## config.mk

```make
export PLATFORM = sky130hd
export DESIGN_NAME = uart_tx_arbiter
export DESIGN_NICKNAME = d
export VERILOG_FILES = /design/src/rtl/uart_tx_arbiter.sv
export SDC_FILE = /design/constraint.sdc
export NUM_CORES = 1
export LEC_CHECK = 0
export CORE_UTILIZATION = 31
export CTS_BUF_LIST = sky130_fd_sc_hd__clkbuf_2 sky130_fd_sc_hd__clkbuf_4 sky130_fd_sc_hd__clkbuf_8
export DETAILED_ROUTE_END_ITERATION = 12
export GPL_ROUTABILITY_DRIVEN = 0
export MAX_ROUTING_LAYER = met4
export PLACE_DENSITY = 0.63
export SKIP_CTS_REPAIR_TIMING = 1
export SYNTH_ARGS = -nofsm -noshare
export SYNTH_HDL_FRONTEND = slang
export SYNTH_SLANG_ARGS = --single-unit
```

## constraint.sdc

```tcl
create_clock -name SysClk -period 2.2 [get_ports SysClk]
set_input_delay 0.55 -clock SysClk [delete_from_list [all_inputs] [get_ports SysClk]]
set_output_delay 0.55 -clock SysClk [all_outputs]
set_load 0.01 [all_outputs]
```

## src/rtl/uart_tx_arbiter.sv

```systemverilog
// -----------------------------------------------------------------------------
// uart_tx_arbiter
//
// Shares one UART transmitter between NUM_REQ requesters. Requesters are
// served round-robin. A character is handed to the transmitter only while the
// peer is ready (CTS) and the transmitter is idle. A transmitter that never
// reports busy after a start pulse raises a sticky timeout error. The timed-out
// byte is dropped and arbitration carries on.
//
// Ports
//   SysClk          system clock, all state on rising edge
//   Rst             asynchronous active-low reset
//   Req             per-requester send request (level, held until Ack)
//   Req_Data        requester i byte at [i*DATA_BITS +: DATA_BITS]
//   Ack             one-hot 1-cycle pulse: byte of requester Grant_Id accepted
//   CTS             1 = peer ready to receive (checked only when idle)
//   Tx_Data         byte presented to the transmitter, held until next grant
//   Transmit_Start  1-cycle start pulse to the transmitter
//   Tx_Busy         transmitter busy
//   Grant_Id        index of the last granted requester
//   Timeout_Err     sticky: transmitter never went busy after a start
//   Err_Clr         clears Timeout_Err (a timeout in the same cycle wins)
// -----------------------------------------------------------------------------
module uart_tx_arbiter #(
  parameter int NUM_REQ       = 4,
  parameter int DATA_BITS     = 8,
  parameter int START_TIMEOUT = 16
) (
  input  logic                         SysClk,
  input  logic                         Rst,
  input  logic [NUM_REQ-1:0]           Req,
  input  logic [NUM_REQ*DATA_BITS-1:0] Req_Data,
  output logic [NUM_REQ-1:0]           Ack,
  input  logic                         CTS,
  output logic [DATA_BITS-1:0]         Tx_Data,
  output logic                         Transmit_Start,
  input  logic                         Tx_Busy,
  output logic [$clog2(NUM_REQ)-1:0]   Grant_Id,
  output logic                         Timeout_Err,
  input  logic                         Err_Clr
);

  localparam int GW = $clog2(NUM_REQ);
  localparam int CW = $clog2(START_TIMEOUT);

  localparam logic [1:0] IDLE      = 2'd0;
  localparam logic [1:0] LOAD      = 2'd1;
  localparam logic [1:0] WAIT_BUSY = 2'd2;
  localparam logic [1:0] WAIT_DONE = 2'd3;

  logic [1:0]           state;
  logic [1:0]           state_nxt;
  logic [CW-1:0]        wait_cnt;
  logic [GW-1:0]        winner;
  logic                 winner_valid;
  logic [DATA_BITS-1:0] winner_data;
  logic                 grant;
  logic                 timeout;

  // Index reached by stepping k places upward from base, wrapping at NUM_REQ.
  function automatic logic [GW-1:0] rr_index(input logic [GW-1:0] base, input int k);
    int sum;
    sum = (int'(base) + k) % NUM_REQ;
    return sum[GW-1:0];
  endfunction

  // Round-robin pick: first requester above the last grant. Scanning from the
  // farthest candidate down lets the nearest one overwrite, so no found-flag
  // is needed.
  always_comb begin
    // NOTE: every output of a combinational block gets a default first so no
    // path leaves it unassigned, which would otherwise infer a latch.
    winner       = Grant_Id;
    winner_valid = 1'b0;
    for (int k = NUM_REQ; k >= 1; k--) begin
      if (Req[rr_index(Grant_Id, k)]) begin
        winner       = rr_index(Grant_Id, k);
        winner_valid = 1'b1;
      end
    end
  end

  always_comb begin
    winner_data = '0;
    for (int i = 0; i < NUM_REQ; i++) begin
      if (winner == GW'(i)) winner_data = Req_Data[i*DATA_BITS +: DATA_BITS];
    end
  end

  assign grant   = (state == IDLE) && CTS && !Tx_Busy && winner_valid;
  assign timeout = (state == WAIT_BUSY) && !Tx_Busy &&
                   (wait_cnt == CW'(START_TIMEOUT - 1));

  always_comb begin
    state_nxt = state;
    case (state)
      IDLE:      if (grant) state_nxt = LOAD;
      LOAD:      state_nxt = WAIT_BUSY;
      // Busy is checked before the timeout so a transmitter answering in the
      // last allowed cycle is still accepted.
      WAIT_BUSY: if (Tx_Busy) state_nxt = WAIT_DONE;
                 else if (timeout) state_nxt = IDLE;
      WAIT_DONE: if (!Tx_Busy) state_nxt = IDLE;
      default:   state_nxt = IDLE;
    endcase
  end

  // NOTE: state registers use non-blocking assignments so every flop samples
  // the pre-edge value of every other flop, independent of statement order.
  always_ff @(posedge SysClk or negedge Rst) begin
    if (!Rst) begin
      state       <= IDLE;
      wait_cnt    <= '0;
      Grant_Id    <= GW'(NUM_REQ - 1);
      Tx_Data     <= '0;
      Timeout_Err <= 1'b0;
    end else begin
      state <= state_nxt;

      if (state == WAIT_BUSY && !Tx_Busy && !timeout) wait_cnt <= wait_cnt + 1'b1;
      else                                            wait_cnt <= '0;

      if (grant) begin
        Grant_Id <= winner;
        Tx_Data  <= winner_data;
      end

      if (timeout)      Timeout_Err <= 1'b1;
      else if (Err_Clr) Timeout_Err <= 1'b0;
    end
  end

  // Start and Ack are pure decodes of LOAD, so an asynchronous reset removes
  // them immediately and no other state can ever pulse them.
  assign Transmit_Start = (state == LOAD);

  always_comb begin
    Ack = '0;
    if (state == LOAD) Ack[Grant_Id] = 1'b1;
  end

endmodule

```

==> flow_summary.ini <==
[floorplanning]
die_area_mm2 = 0.00447
start_util = 0.324
die_y_um = 66.9
die_x_um = 66.9
io_pins = 57
rows = 23
core_area_mm2 = 0.00403

[cells_and_area]
utilization = 0.532
syn_to_final_growth_pct = 64.3
final_layout_size_suffix_gt1_frac = 0.222
final_area_mm2 = 0.00214
diodes = 0
fin_nets = 259

[logic_synthesis]
synth.top_cells.by_area = dfrtp_1, nand4_1, nand4b_1
synthCells = 138
ys_types = 42
synth_flop_cell = dfrtp_1
async_flop_share = 1.00
synth_fa_ha_area_frac = 0.0480
ys_seq_elements = 17
synthSimpleGateAreaFrac = 0.311
syn_area_mm2 = 0.00130
synth_mux_area_frac = 0.0307
yosys_warnings = 0
syn_area_per_cell_um2 = 9.45
synth-compound-area-share = 0.194
synth.yosys.seq_area_share = 0.328
synth_commonest_cells = dfrtp_1, nand4_1, nand2_1, nand3_1
syn_nets = 184
yosysTopAreaCell = dfrtp_1
synth_top_family_by_area = simple AND/OR/NAND/NOR gates
synth_top_area_share = 0.288
synth_edf_count = 0
yosys.area_share.xor_xnor = 0.0134

[sta]
max_freq_mhz = 457
hold_viol = 0
tightest_slew_ns = 0.368
slew_headroom = 0.754
setup_ws_ns = 0.0142
final.min_clock_period_ns = 2.19
drv_slew = 0
finalSetupViolCount = 0
period_share = 0.994
rsz0062_at_grt = true
clock_skew_ns = 0.00539

[detailed_routing]
drt_iter0_drc = 49
num_vias = 1392
wl_per_cell_um = 15.0
drc = 0
vias_per_cell = 5.31
drt-pass1-iter-count = 4
antenna_left = 0
drt_wl_total_um = 3930

[worst_setup_path]
slowest_delay_ns = 0.54
cp-end-kind = flip-flop
cp.required_ns = 2.33
cp_cell_sequence = inv_1 > ha_2 > mux2i_2 > o221ai_2 > o21ai_0 > a211oi_2 > nand4b_1
cpMaxStageDelayCell = dfstp_2
critPathMaxFanout = 8
worstPathArrival_ns = 2.32
start_kind = flip-flop
path_class = flip-flop to flip-flop

[clock_network]
htreeDepth = 1
clock-sinks = 17
clockBufferDepth = 2
cts_buffers = 3
path_clk_slew_ns = 0.07
cts_root_buffer = clkbuf_8
tritoncts = yes
clk_latency_ns = 0.26

[grt]
grt_max_degree = 20
grt_use_total = 0.185
overflow = 0
grt_pass1_wl_um = 6030
grt_pass1_vias = 1300
antenna_found_initial = 0

[hold_path]
hold_path_class = flip-flop to flip-flop

[flow_run]
maxCapViolCount = 0

[pwr]
powerDensity_mw_per_mm2 = 1110
power_mw = 2.37
p_leak_nw = 0.911
irDropWorstVdd_v = 0.000478

[placed_design]
post-place-ws_ns = -0.241
portBuffers = 56
post_dp_cell_area_mm2 = 0.00201
dp.final_hpwl_um = 2920

[outcome]
outcome = complete, no violations
-- kinds of logic (layout without fill, tap and decap cells) --
kind of cell | Yosys count | in the layout
simple gates | 68 | 69
compound gates | 31 | 31
flops | 17 | 17
buf+inv | 12 | 85
fa+ha+maj | 5 | 5
mux | 3 | 3
xor+xnor | 2 | 2
-- path summary, 6_finish.rpt --
| kind | startpoint | endpoint | slack, ns | cells after the start |
|---|---|---|---|---|
| worst max-delay path | Grant_Id[0]$_DFFE_PN1P_ | Tx_Data[4]$_DFFE_PN0P_ | 0.01 | 7 |
| worst min-delay path | wait_cnt[0]$_DFF_PN0_ | wait_cnt[0]$_DFF_PN0_ | 0.47 | 1 |
| worst max register to register | Grant_Id[0]$_DFFE_PN1P_ | Tx_Data[4]$_DFFE_PN0P_ | 0.01 | 7 |
| worst min register to register | wait_cnt[0]$_DFF_PN0_ | wait_cnt[0]$_DFF_PN0_ | 0.47 | 1 |
| max in group asynchronous | Rst | Tx_Data[4]$_DFFE_PN0P_ | 1.14 | 2 |
| min in group asynchronous | Rst | Tx_Data[7]$_DFFE_PN0P_ | 0.57 | 1 |
-- power breakdown --
part	total, mW	internal, mW	leakage (nW)	switching (mW)
logic	1.62	0.803	0.669	0.816
registers	0.510	0.433	0.216	0.0775
clock network	0.240	0.126	0.0255	0.115
-- critical path, delay by kind of cell (launching register included) --
family | cells | cell delay, ns
adders and majority gates | 1 | 0.39
muxes | 1 | 0.29
AOI/OAI and AO/OA | 3 | 0.61
and+or+nand+nor | 1 | 0.18
DFF | 1 | 0.54
buffers and inverters | 1 | 0.06
-- state kept, by name (all words and copies together), names as in the netlist --
register and cells:
Timeout_Err 1, state 2, wait_cnt 4, Grant_Id 2, Tx_Data 8
-- area by class of cell --
| class | instances | area, µm² |
|---|---|---|
| sequential | 17 | 428 |
| timing repair buffer | 77 | 757 |
| clock inverter | 1 | 5.00 |
| inverter | 4 | 15.0 |
| clock buffer | 3 | 41.3 |
| fill | 365 | 1890 |
| multi-input combinational | 110 | 833 |
| tap | 50 | 62.6 |
-- layer usage --
layer	vias up	GRT usage	routed length (µm)
met2	53	0.302	1920
met3	8	0.0428	206
li1	682	-	-
met5	-	-	0
met1	649	0.230	1730
met4	0	0.0452	64
-- metrics by stage --
step                cells  TNS, ns  hold WS, ns
floorplan             138        0        0.254
global placement      255   -0.719        0.445
detailed placement    255    -1.50        0.453
CTS                   259    -1.25        0.462
global route          262   -0.423        0.486
finish                262        0        0.465
-- cell usage in the layout (no fill, tap or decap), types with 6 or more instances in the layout --
master and n:
buf_4 18, o21ai_0 8, nand4_1 15, dfrtp_1 15, nor2_1 6, clkdlybuf4s50_1 52, nand4b_1 9, nand3_1 10
a211oi_1 6, nand2_1 12
No activity file was read; power rests on OpenSTA's default activity.
